**config.mk**
```make
export PLATFORM = sky130hd
export DESIGN_NAME = dmem_arbiter
export DESIGN_NICKNAME = d
export VERILOG_FILES = /design/src/rtl/dmem_arb_pkg.sv /design/src/rtl/arb_rr2.sv /design/src/rtl/dmem_arbiter.sv
export SDC_FILE = /design/constraint.sdc
export NUM_CORES = 1
export LEC_CHECK = 0
export BUFFER_PORTS_ARGS = -buffer_cell sky130_fd_sc_hd__buf_4
export CAP_MARGIN = 20
export CORE_ASPECT_RATIO = 1.25
export CORE_MARGIN = 1
export CORE_UTILIZATION = 48
export CTS_CLUSTER_DIAMETER = 40
export DETAILED_ROUTE_END_ITERATION = 16
export GPL_TIMING_DRIVEN = 0
export PLACE_DENSITY = 0.81
export SYNTH_ARGS = -nofsm -noshare
export SYNTH_HDL_FRONTEND = slang
export SYNTH_SLANG_ARGS = --single-unit
```
**constraint.sdc**
```tcl
create_clock -name clk_i -period 2.3 [get_ports clk_i]
set_input_delay 0.23 -clock clk_i [delete_from_list [all_inputs] [get_ports clk_i]]
set_output_delay 0.23 -clock clk_i [all_outputs]
set_load 0.01 [all_outputs]
```
**src/rtl/dmem_arb_pkg.sv**
```systemverilog
// Shared types and default widths for the data-memory arbiter.
package dmem_arb_pkg;

  localparam int unsigned DefAddrW = 8;
  localparam int unsigned DefDataW = 32;

  typedef enum logic [1:0] {
    StIdle   = 2'd0,
    StAccess = 2'd1,
    StResp   = 2'd2
  } state_e;

  // Port identifiers double as the bit index into the request vector.
  typedef enum logic {
    PortCpu = 1'b0,
    PortDbg = 1'b1
  } port_e;

endpackage

```
**src/rtl/arb_rr2.sv**
```systemverilog
// Two-way round-robin picker: on a tie, grants the port that did not win last time.
module arb_rr2
  import dmem_arb_pkg::*;
(
  input  logic [1:0] req_i,    // bit 0 = CPU, bit 1 = DBG
  input  logic       last_i,   // port granted most recently
  output logic       grant_o,
  output logic       valid_o
);

  // Pick a single requester; ties alternate against the last grant.
  always_comb begin
    valid_o = |req_i;
    grant_o = PortCpu;
    case (req_i)
      2'b01:   grant_o = PortCpu;
      2'b10:   grant_o = PortDbg;
      2'b11:   grant_o = ~last_i;
      default: grant_o = PortCpu;
    endcase
  end

endmodule

```
**src/rtl/dmem_arbiter.sv**
```systemverilog
// Arbitrates a CPU port and a debug/loader port onto a single-ported data memory.
// One access is in flight at a time: IDLE -> ACCESS (one memory cycle) -> RESP (ready pulse).
module dmem_arbiter
  import dmem_arb_pkg::*;
#(
  parameter int unsigned ADDR_W = DefAddrW,
  parameter int unsigned DATA_W = DefDataW
) (
  input  logic              clk_i,
  input  logic              rst_ni,

  input  logic              cpu_req_i,
  input  logic              cpu_we_i,
  input  logic [ADDR_W-1:0] cpu_adr_i,
  input  logic [DATA_W-1:0] cpu_wd_i,
  output logic              cpu_ready_o,
  output logic [DATA_W-1:0] cpu_rd_o,
  output logic              cpu_err_o,

  input  logic              dbg_req_i,
  input  logic              dbg_we_i,
  input  logic [ADDR_W-1:0] dbg_adr_i,
  input  logic [DATA_W-1:0] dbg_wd_i,
  output logic              dbg_ready_o,
  output logic [DATA_W-1:0] dbg_rd_o,
  output logic              dbg_err_o,

  output logic              mem_we_o,
  output logic [ADDR_W-1:0] mem_adr_o,
  output logic [DATA_W-1:0] mem_wd_o,
  input  logic [DATA_W-1:0] mem_rd_i
);

  state_e              state_q;
  port_e               grant_q;
  port_e               last_q;
  logic                acc_we_q;
  logic [ADDR_W-1:0]   acc_adr_q;
  logic [DATA_W-1:0]   acc_wd_q;
  logic                cpu_ready_q, dbg_ready_q;
  logic                cpu_err_q, dbg_err_q;
  logic [DATA_W-1:0]   cpu_rd_q, dbg_rd_q;

  logic [1:0]          arb_req;
  logic                pick;
  logic                pick_valid;
  logic                aligned;

  assign aligned = (acc_adr_q[1:0] == 2'b00);

  // In RESP the completing port's request is ignored so the other port gets the next slot.
  always_comb begin
    arb_req = {dbg_req_i, cpu_req_i};
    if (state_q == StResp) begin
      if (grant_q == PortDbg) arb_req[1] = 1'b0;
      else                    arb_req[0] = 1'b0;
    end
  end

  arb_rr2 u_arb (
    .req_i   (arb_req),
    .last_i  (last_q),
    .grant_o (pick),
    .valid_o (pick_valid)
  );

  // Arbitration FSM: latches the granted request, captures read data and raises ready.
  always_ff @(posedge clk_i or negedge rst_ni) begin
    if (!rst_ni) begin
      state_q     <= StIdle;
      grant_q     <= PortCpu;
      last_q      <= PortDbg;
      acc_we_q    <= 1'b0;
      acc_adr_q   <= '0;
      acc_wd_q    <= '0;
      cpu_ready_q <= 1'b0;
      dbg_ready_q <= 1'b0;
      cpu_err_q   <= 1'b0;
      dbg_err_q   <= 1'b0;
      cpu_rd_q    <= '0;
      dbg_rd_q    <= '0;
    end else begin
      cpu_ready_q <= 1'b0;
      dbg_ready_q <= 1'b0;
      unique case (state_q)
        StIdle, StResp: begin
          if (pick_valid) begin
            state_q <= StAccess;
            grant_q <= port_e'(pick);
            last_q  <= port_e'(pick);
            if (pick == PortDbg) begin
              acc_we_q  <= dbg_we_i;
              acc_adr_q <= dbg_adr_i;
              acc_wd_q  <= dbg_wd_i;
            end else begin
              acc_we_q  <= cpu_we_i;
              acc_adr_q <= cpu_adr_i;
              acc_wd_q  <= cpu_wd_i;
            end
          end else begin
            state_q <= StIdle;
          end
        end
        StAccess: begin
          state_q <= StResp;
          // Misaligned accesses report an error and return zero data.
          if (grant_q == PortDbg) begin
            dbg_ready_q <= 1'b1;
            dbg_err_q   <= ~aligned;
            dbg_rd_q    <= aligned ? mem_rd_i : '0;
          end else begin
            cpu_ready_q <= 1'b1;
            cpu_err_q   <= ~aligned;
            cpu_rd_q    <= aligned ? mem_rd_i : '0;
          end
        end
        default: state_q <= StIdle;
      endcase
    end
  end

  // Memory bus is only driven during ACCESS; reset forces IDLE and so drops mem_we at once.
  always_comb begin
    mem_we_o  = 1'b0;
    mem_adr_o = '0;
    mem_wd_o  = '0;
    if (state_q == StAccess) begin
      mem_we_o  = acc_we_q & aligned;
      mem_adr_o = acc_adr_q;
      mem_wd_o  = acc_wd_q;
    end
  end

  assign cpu_ready_o = cpu_ready_q;
  assign cpu_rd_o    = cpu_rd_q;
  assign cpu_err_o   = cpu_err_q;
  assign dbg_ready_o = dbg_ready_q;
  assign dbg_rd_o    = dbg_rd_q;
  assign dbg_err_o   = dbg_err_q;

endmodule
```
==> impl_results.md, run 1 <==
- Placer Congestion: 0.7873
- End of the worst hold path: dbg_rd_o[11]$_DFFE_PN0P_
- Final hold vios: 0
- Setup Viol. Count Final: 0
- Hold Path Class: in -> reg
- Async set or reset register ratio after synthesis: 100.0%
- Synth top area share: 54.29%
- Tightest Pin Transition: 649.2 ps
- Synth area leaders: dfrtp_1 (54%), mux2_4 (11%), mux2_2 (8.1%)
- Max-cap violations: 0
- CTS tree: done
- Port Buffers: 226
- Gr ovfl total: 0
- Status: finished clean
- RSZ-0062 raised after global routing: false
- Ant. Diodes: 0
- Initial antenna violation count: 0
- Clk_lat worst skew: 400 ps
- Final core utilization: 74.54%
- Clk_skew: 9.028 ps
- EDFF count, synth: 0
- Residual antenna-violating net count after detailed routing: 0
- R2R Path End: acc_wd_q[29]$_DFFE_PN0P_
- Dpl cells: 803
- Largest area contributor in the netlist: dfrtp_1
- Tot GR Track Use: 26.89%
- H-tree depth: 4
- Cell area after synthesis: 5162 um2
- CTS clk-pin slew, worst paths: 50 ps
- Crit-path max cell delay: 410 ps
- Sequential share of the synthesized area: 54.80%
- DRT iter0 DRCs: 109
- CORE AREA: 10260 um2
- P&R area growth vs syn: 48.13%
- Share of cells above drive strength 1: 49.65%
- Worst VDD drop: 0.0006273 V
- First-pass GRT wire length: 23040 um
- Minimum clock period: 2122 ps
- Startpoint types: flip-flop
- CTS max path bufs: 2
- Yosys warns: 0
- Final Max Slew Viols: 0
- Distinct cells, synth: 22
- Syn_nets: 565
- Max Clk Rate: 471.3 MHz
- Row count: 41
- Die area: 11180 um2
- Most instantiated library cell after synthesis: dfrtp_1
- Worst r2r src: last_q$_DFFE_PN1P_
- Initial core utilization: 50.32%
- Chip Width: 94.76 um
- Hold Path Stages: 3
- CP Data Required Time: 2070 ps
- Hold wc startpoint: mem_rd_i[11]
- Vias in the first global route: 4723
- Mapped Avg Cell Area: 11.55 um2
- Worst setup EP type: primary output
- Sink Count: 113
- CTS Buf Count: 17
- DR WL/cell: 16.90 um
- Setup slack, reg-to-reg: 190 ps
- Post-route insts no fill: 836
- Die Ht: 118.0 um
- DR vias/cell: 5.085
- Max-slew headroom: 56.72%
- Synth Flop Type: dfrtp_1
- Critical path type: reg -> out
- Crit-path max FO: 10
- CP max-delay cell: clkbuf_1
- Pre-CTS setup slack: 163.5 ps
- Cell breakdown of the critical path: nor2_2 > clkbuf_1 > and3_1 > buf_4
- Final worst path period share: 92.25%
- Residual DRC: 0
- Pwr Density: 1303 nW/um2
- Layout Nets: 812
- Root buf cell: clkbuf_16
- Seq cells post-synth: 113
- Final worst slack: 178.2 ps
- Largest net degree at the start of global routing: 66
- Worst Reg-to-Reg Cells: 5
- Post-synth top cells: dfrtp_1 (112), nand2_1 (100), o21ai_0 (66), and2_1 (40)
- Setup tns final: 0 ps
- Total Power: 9965 uW
- Post-DP HPWL: 10360 um
- WP data arrival: 1890 ps
- Leakage power: 0.003842 uW
- Final wirelength: 14130 um
- Drt pass-1 iters: 4
- Cells after synthesis: 447
- Via count: 4251
- IO Pins: 227
## cells by family after synthesis
family	synth area share (%)
multiplexers	20.96
flip-flops	54.80
buffers and inverters	3.781
AND/OR/NAND/NOR	12.87
AO/OA/AOI/OAI	7.586
## where the power goes
part / internal, uW / total, uW / switching [uW]
Sequential: 2750 / 3200 / 450
Clock: 1670 / 2530 / 864
Combinational: 2210 / 4230 / 2020
## final cells by class
cell class / instances / area [um2]
clock buffer: 22 / 474.2
sequential: 113 / 2829
buffer: 30 / 180.2
tap: 129 / 161.4
inverter: 5 / 18.77
fill: 705 / 2613
timing repair buffer: 228 / 1734
multi-input combinational: 299 / 2141
clock inverter: 10 / 108.9
## worst max-delay path, delay by kind of cell, from the launching register on
family / cells / cell delay (ps)
buffers and inverters: 2 / 530
flip-flops: 1 / 400
AND/OR/NAND/NOR: 2 / 570
## sequential cells by signal (all words and copies together), names as in the netlist
signal and count:
state_q 2, dbg_rd_o 32, acc_adr_q 8, cpu_ready_o 1
dbg_err_o 1, acc_we_q 1, acc_wd_q 32, cpu_rd_o 32
grant_q 1, cpu_err_o 1, last_q 1, dbg_ready_o 1
## cell usage in the layout (no fill, tap or decap), types with 3 or more instances in the layout
master | netlist | routed
nand2_1 | 100 | 100
mux2_4 | 37 | 37
buf_6 | 8 | 8
dfrtp_1 | 112 | 112
buf_2 | 3 | 3
clkbuf_16 | 0 | 17
clkbuf_1 | 19 | 18
inv_1 | 5 | 5
buf_4 | 0 | 226
clkinv_2 | 0 | 5
mux2_1 | 8 | 8
o21ai_0 | 66 | 66
mux2_2 | 37 | 37
clkbuf_2 | 0 | 3
clkbuf_8 | 0 | 3
and2_1 | 40 | 40
## metal layers
layer  up-vias  GRT usage, %  wire [um]
met5         -             0          0
met2       183         48.56       7459
met1      2065         29.74       5554
met4         0         8.144        200
met3        16         7.817        914
li1       1987             -          -
## how the worst max path moves through the flow
stage                              from                        to  slack, ps  cells past startpoint
2_1_floorplan        last_q$_DFFE_PN1P_  acc_wd_q[14]$_DFFE_PN0P_        430                      5
3_3_place_gp       state_q[0]$_DFF_PN0_   cpu_rd_o[2]$_DFFE_PN0P_        250                      7
3_5_place_dp       state_q[0]$_DFF_PN0_  cpu_rd_o[21]$_DFFE_PN0P_        160                      7
4_1_cts        acc_adr_q[1]$_DFFE_PN0P_                  mem_we_o        110                      4
5_1_grt            state_q[0]$_DFF_PN0_  cpu_rd_o[19]$_DFFE_PN0P_         20                      7
6_report       acc_adr_q[1]$_DFFE_PN0P_                  mem_we_o        180                      4
## metrics by stage
stage / area (um2) / hold WS (ps)
after floorplan: 5162 / -65.59
final: 7647 / 104.8
after global placement: 7020 / 464.2
after CTS: 7647 / 87.55
after detailed placement: 7048 / 309.5
after global routing: 7647 / 99.25
## what timing repair did
item,4_1_cts,5_1_grt
endpoints found under the setup margin,12,0
resized for setup,4,0
hold buffers,1,0
hold endpoints to repair,47,0
buffers inserted,0,0
Power figures use the tool's default switching activity.
==> run 2: changes to the inputs <==
Settings changed: CORE_UTILIZATION 48 to 36, PLACE_DENSITY 0.81 to unset.
==> run 2 against run 1 <==
Via count shrank 0.94%; critical path depth is 1 higher; global-route usage is 7.2 points lower; utilization fell by 19 points; critical path type unchanged.
==> impl_results.md, run 2 (synthesized netlist as in run 1, its figures left out) <==
- Max Clk Rate: 451.6 MHz (was 471.3 MHz)
- P&R area growth vs syn: 49.49% (was 48.13%)
- Crit-path max FO: 10 (unchanged)
- DR vias/cell: 4.774 (was 5.085)
- Hold wc startpoint: mem_rd_i[29] (was mem_rd_i[11])
- Final Max Slew Viols: 0 (unchanged)
- Share of cells above drive strength 1: 50.07% (was 49.65%)
- Grt peak-use layer: met2 (unchanged)
- CTS max path bufs: 2 (unchanged)
- Fill cells: 1242 (was 705)
- DR WL/cell: 15.83 um (was 16.90 um)
- Layout Nets: 812 (unchanged)
- Port Buffers: 226 (unchanged)
- GR Layer Usage met3: 6.711% (was 7.817%)
- Tightest Pin Transition: 634.0 ps (was 649.2 ps)
- Sink Count: 113 (unchanged)
- Clk_skew: 10.69 ps (was 9.028 ps)
- CTS Buf Count: 17 (unchanged)
- Die area: 14830 um2 (was 11180 um2)
- Clk_lat worst skew: 410 ps (was 400 ps)
- Largest net degree at the start of global routing: 69 (was 66)
- Final hold vios: 0 (unchanged)
- Met1 usage: 23.44% (was 29.74%)
- Gr ovfl total: 0 (unchanged)
- IO Pins: 227 (unchanged)
- Pre-CTS setup slack: 155.0 ps (was 163.5 ps)
- Total Power: 9968 uW (was 9965 uW)
- Via count: 4211 (was 4251)
- Critical path type: reg -> out (unchanged)
- Row count: 48 (was 41)
- Setup Buffers After CTS: 0 (unchanged)
- Hold Path Class: in -> reg (unchanged)
- Vias in the first global route: 4360 (was 4723)
- DRT iter0 DRCs: 208 (was 109)
- Worst VDD drop: 0.0005498 V (was 0.0006273 V)
- Minimum clock period: 2214 ps (was 2122 ps)
- Pwr Density: 1292 nW/um2 (was 1303 nW/um2)
- Dpl cells: 849 (was 803)
- Chip Width: 109.1 um (was 94.76 um)
- H-tree depth: 4 (unchanged)
- CTS tree: done (unchanged)
- Max-cap violations: 0 (unchanged)
- WP data arrival: 1980 ps (was 1890 ps)
- Final wirelength: 13970 um (was 14130 um)
- Post-DP HPWL: 10540 um (was 10360 um)
- Setup Viol. Count Final: 0 (unchanged)
- Startpoint types: flip-flop (unchanged)
- Initial core utilization: 37.05% (was 50.32%)
- Hold Path Stages: 3 (unchanged)
- Placer Congestion: 0.7912 (was 0.7873)
- Worst setup EP type: primary output (unchanged)
- Register Area: 2829 um2 (unchanged)
- Final worst slack: 85.79 ps (was 178.2 ps)
- Final core utilization: 55.39% (was 74.54%)
- Initial antenna violation count: 0 (unchanged)
- Die Ht: 135.9 um (was 118.0 um)
- Worst r2r src: state_q[1]$_DFF_PN0_ (was last_q$_DFFE_PN1P_)
- Most frequent cells in the layout: buf_4 (226), dfrtp_1 (112), nand2_1 (100) (unchanged)
- Tot GR Track Use: 19.68% (was 26.89%)
- Final worst path period share: 96.27% (was 92.25%)
- Post-route insts no fill: 882 (was 836)
- Drt pass-1 iters: 5 (was 4)
- Leakage power: 0.003846 uW (was 0.003842 uW)
- Multi-input gate area: 2141 um2 (unchanged)
- Ant. Diodes: 0 (unchanged)
- Residual antenna-violating net count after detailed routing: 0 (unchanged)
- Residual DRC: 0 (unchanged)
- CTS clk-pin slew, worst paths: 60 ps (was 50 ps)
- Commonest non-fill, non-tap cell in the layout: buf_4 (unchanged)
- CORE AREA: 13930 um2 (was 10260 um2)
- First-pass GRT wire length: 22090 um (was 23040 um)
- Status: finished clean (unchanged)
- Worst Reg-to-Reg Cells: 5 (unchanged)
- Root buf cell: clkbuf_16 (unchanged)
- CP Data Required Time: 2070 ps (about the same)
- Max-slew headroom: 57.74% (was 56.72%)
- GR Util met2: 33.37% (was 48.56%)
- CP startpoint: state_q[0]$_DFF_PN0_ (was acc_adr_q[1]$_DFFE_PN0P_)
- Setup tns final: 0 ps (unchanged)
- RSZ-0062 raised after global routing: true (was false)
## run 2: changes by cell type in the layout (fill, tap and decap cells not counted), sizes merged
cell,change
clkbuf,-4
inv,+4
## run 2: repair_timing
action / CTS / global route
hold endpoints to repair: 45 / 0
hold buffers: 1 / 0
endpoints found under the setup margin: 1 / 47
resized for setup: 1 / 8
## run 2: layer usage
metal  wire length, um  up-vias
met3              1159        9
met4               111        0
li1                  -     1991
met2              7029      182
met5                 0        -
met1              5664     2029
## run 2: through the flow
stage	area [um2]	hold WS [ps]
global route	7717	85.01
global placement	7078	467.6
CTS	7712	77.56
finish	7717	86.49
floorplan	5162	-65.59
detailed placement	7106	285.5
## run 2: cell type report
class	count	area share, %
clock buffers	18	5.691
flip-flops and latches	113	36.66
multi-input cells	299	27.74
well taps	175	2.837
repair buffers	228	22.47
clock inverters	14	2.010
inverters	5	0.2432
plain buffers	30	2.351
## run 2: where the power goes
| group | internal [uW] | leakage [uW] | switching (uW) |
|---|---|---|---|
| Combinational | 2210 | 0.00212 | 1970 |
| Clock | 1640 | 0.000288 | 975 |
| Sequential | 2750 | 0.00144 | 427 |
## run 2: final timing paths
path                                       endpoint  slack [ps]
setup / recovery                       mem_wd_o[13]          90
hold / removal             cpu_rd_o[29]$_DFFE_PN0P_          90
setup reg to reg           acc_adr_q[0]$_DFFE_PN0P_         180
hold reg to reg            cpu_rd_o[19]$_DFFE_PN0P_         480
max in group asynchronous        last_q$_DFFE_PN1P_        1130
min in group asynchronous  cpu_rd_o[12]$_DFFE_PN0P_         380
## run 2: worst max-delay path, stage by stage (launching register included)
cell and delay [ps]:
dfrtp_1 420, nor2b_1 150, clkbuf_1 310, clkbuf_1 390, and2_1 190, buf_4 120
==> run 3: changes to the inputs <==
Settings changed: PLACE_DENSITY set to 0.65.
==> run 3 against run 2 <==
Critical path depth increased by 2; largest power group unchanged; cell count unchanged; first-iteration DRC count decreased by 16%; power increased by 0.16%; critical endpoint is now cpu_rd_o[14]$_DFFE_PN0P_; utilization about the same; non-clock buffer count unchanged; largest cell class unchanged.
==> impl_results.md, run 3 (synthesized netlist as in run 1, its figures left out) <==
- Fill cells: 1273 (was 1242)
- Final hold vios: 0 (unchanged)
- Tightest Pin Transition: 643.8 ps (was 634.0 ps)
- Initial antenna violation count: 0 (unchanged)
- Root buf cell: clkbuf_16 (unchanged)
- Met2 routed WL: 7075 um (was 7029 um)
- Setup slack, reg-to-reg: 200 ps (was 180 ps)
- Vias in the first global route: 4398 (was 4360)
- Worst VDD drop: 0.0006666 V (was 0.0005498 V)
- CTS max path bufs: 2 (unchanged)
- Minimum clock period: 2100 ps (was 2214 ps)
- Drt pass-1 iters: 4 (was 5)
- Worst Hold Margin: 98.83 ps (was 86.49 ps)
- Max Used Layer: met4 (unchanged)
- CTS tree: done (unchanged)
- Layout Nets: 812 (unchanged)
- CP startpoint: state_q[0]$_DFF_PN0_ (unchanged)
- Post-route insts no fill: 882 (unchanged)
- CP Data Required Time: 2610 ps (was 2070 ps)
- Pwr Density: 1295 nW/um2 (was 1292 nW/um2)
- Final core utilization: 55.35% (was 55.39%)
- DRT iter0 DRCs: 175 (was 208)
- Final Max Slew Viols: 0 (unchanged)
- Clk_lat worst skew: 400 ps (was 410 ps)
- Crit-path max FO: 10 (unchanged)
- Final wirelength: 13740 um (was 13970 um)
- Max Clk Rate: 476.3 MHz (was 451.6 MHz)
- Share of cells above drive strength 1: 49.50% (was 50.07%)
- Worst setup EP type: flip-flop (was primary output)
- Setup tns final: 0 ps (unchanged)
- Post-DP HPWL: 10290 um (was 10540 um)
- Status: finished clean (unchanged)
- WP data arrival: 2410 ps (was 1980 ps)
- CTS clk-pin slew, worst paths: 60 ps (about the same)
- Placer Congestion: 0.7894 (was 0.7912)
- Die Ht: 135.9 um (unchanged)
- Die area: 14830 um2 (unchanged)
- Leakage power: 0.003844 uW (was 0.003846 uW)
- Total Power: 9984 uW (was 9968 uW)
- Residual antenna-violating net count after detailed routing: 0 (unchanged)
- Setup Viol. Count Final: 0 (unchanged)
- Multi-input gate area: 2138 um2 (was 2141 um2)
- Final worst path period share: 91.29% (was 96.27%)
- Commonest non-fill, non-tap cell in the layout: buf_4 (unchanged)
- Register Area: 2829 um2 (unchanged)
- WL met1: 5521 um (was 5664 um)
- Tot GR Track Use: 19.29% (was 19.68%)
- WL met3: 919 um (was 1159 um)
- Worst Reg-to-Reg Cells: 7 (was 5)
- DR WL/cell: 15.58 um (was 15.83 um)
- First-pass GRT wire length: 21980 um (was 22090 um)
- IO Pins: 227 (unchanged)
- Max-cap violations: 0 (unchanged)
- Most frequent cells in the layout: buf_4 (226), dfrtp_1 (112), nand2_1 (100) (unchanged)
- Residual DRC: 0 (unchanged)
- Clk_skew: 8.164 ps (was 10.69 ps)
- Sink Count: 113 (unchanged)
- Initial core utilization: 37.05% (unchanged)
- Gr ovfl total: 0 (unchanged)
- Port Buffers: 226 (unchanged)
- Max-slew headroom: 57.08% (was 57.74%)
- Ant. Diodes: 0 (unchanged)
- Largest net degree at the start of global routing: 67 (was 69)
- Via count: 4187 (was 4211)
- H-tree depth: 4 (unchanged)
- Critical Path Sink: cpu_rd_o[14]$_DFFE_PN0P_ (was mem_wd_o[13])
- Chip Width: 109.1 um (unchanged)
- DR vias/cell: 4.747 (was 4.774)
- Row count: 48 (unchanged)
- P&R area growth vs syn: 49.39% (was 49.49%)
- Dpl cells: 849 (unchanged)
- R2R Path End: cpu_rd_o[14]$_DFFE_PN0P_ (was acc_adr_q[0]$_DFFE_PN0P_)
- Critical path type: reg -> reg (was reg -> out)
- Worst r2r src: state_q[0]$_DFF_PN0_ (was state_q[1]$_DFF_PN0_)
- Startpoint types: flip-flop (unchanged)
- RSZ-0062 raised after global routing: false (was true)
- CORE AREA: 13930 um2 (unchanged)
- CTS Buf Count: 17 (unchanged)
- Hold Path Class: in -> reg (unchanged)
-- run 3: cell count changes in the layout (fill, tap and decap cells not counted) --
cell / change
bufinv_16: +1
clkbuf_1: +3
clkbuf_2: -1
clkbuf_8: -1
clkinv_2: +2
clkinv_4: -2
inv_6: -2
nor2_1: +1
nor2_2: -1
-- run 3: power by group --
| group | leakage (uW) | internal, uW | total, uW | switching, uW |
|---|---|---|---|---|
| Combinational | 0.00212 | 2210 | 4190 | 1980 |
| Sequential | 0.00144 | 2750 | 3160 | 417 |
| Clock | 0.000287 | 1700 | 2630 | 925 |
-- run 3: worst min-delay path by stage --
| stage | from | endpoint | slack (ps) | depth (start not counted) |
|---|---|---|---|---|
| 6_report | mem_rd_i[11] | cpu_rd_o[11]$_DFFE_PN0P_ | 100 | 3 |
| 5_1_grt | mem_rd_i[11] | dbg_rd_o[11]$_DFFE_PN0P_ | 100 | 3 |
| 4_1_cts | mem_rd_i[11] | cpu_rd_o[11]$_DFFE_PN0P_ | 80 | 3 |
| 3_5_place_dp | rst_ni | dbg_rd_o[11]$_DFFE_PN0P_ | 300 | 1 |
| 3_3_place_gp | dbg_rd_o[12]$_DFFE_PN0P_ | dbg_rd_o[12]$_DFFE_PN0P_ | 460 | 2 |
| 2_1_floorplan | rst_ni | acc_adr_q[0]$_DFFE_PN0P_ | -70 | 0 |
-- run 3: what timing repair did --
action,CTS,global route
hold buffers,1,0
pin swaps,0,0
gates resized for setup,1,4
setup buffers,0,0
setup endpoints to repair,9,58
hold endpoints to repair,46,0
gates cloned,0,0
-- run 3: area by class of cell --
class | instances | area share, %
timing repair buffer | 228 | 22.49
tap | 175 | 2.839
inverter | 5 | 0.2433
clock inverter | 13 | 2.077
clock buffer | 19 | 5.613
multi-input combinational | 299 | 27.73
sequential | 113 | 36.68
buffer | 30 | 2.336
-- run 3: through the flow --
step           setup slack (ps)  cell area, um2
5_1_grt                   6.471            7712
3_3_place_gp              207.1            7078
2_1_floorplan             432.4            5162
4_1_cts                   12.22            7710
6_report                  200.3            7712
3_5_place_dp              136.8            7106
-- run 3: per-layer routing --
layer,track usage [%],vias up
met2,33.68,176
met5,0,-
met1,23.14,1992
li1,-,1998
met3,4.458,21
met4,6.306,0
-- run 3: critical path, stage by stage, from the launching register on --
cell,delay [ps]
dfrtp_1,430
nor2b_1,150
clkbuf_2,190
nand2_1,190
clkbuf_1,360
clkbuf_1,460
nand2_1,120
o21ai_0,100
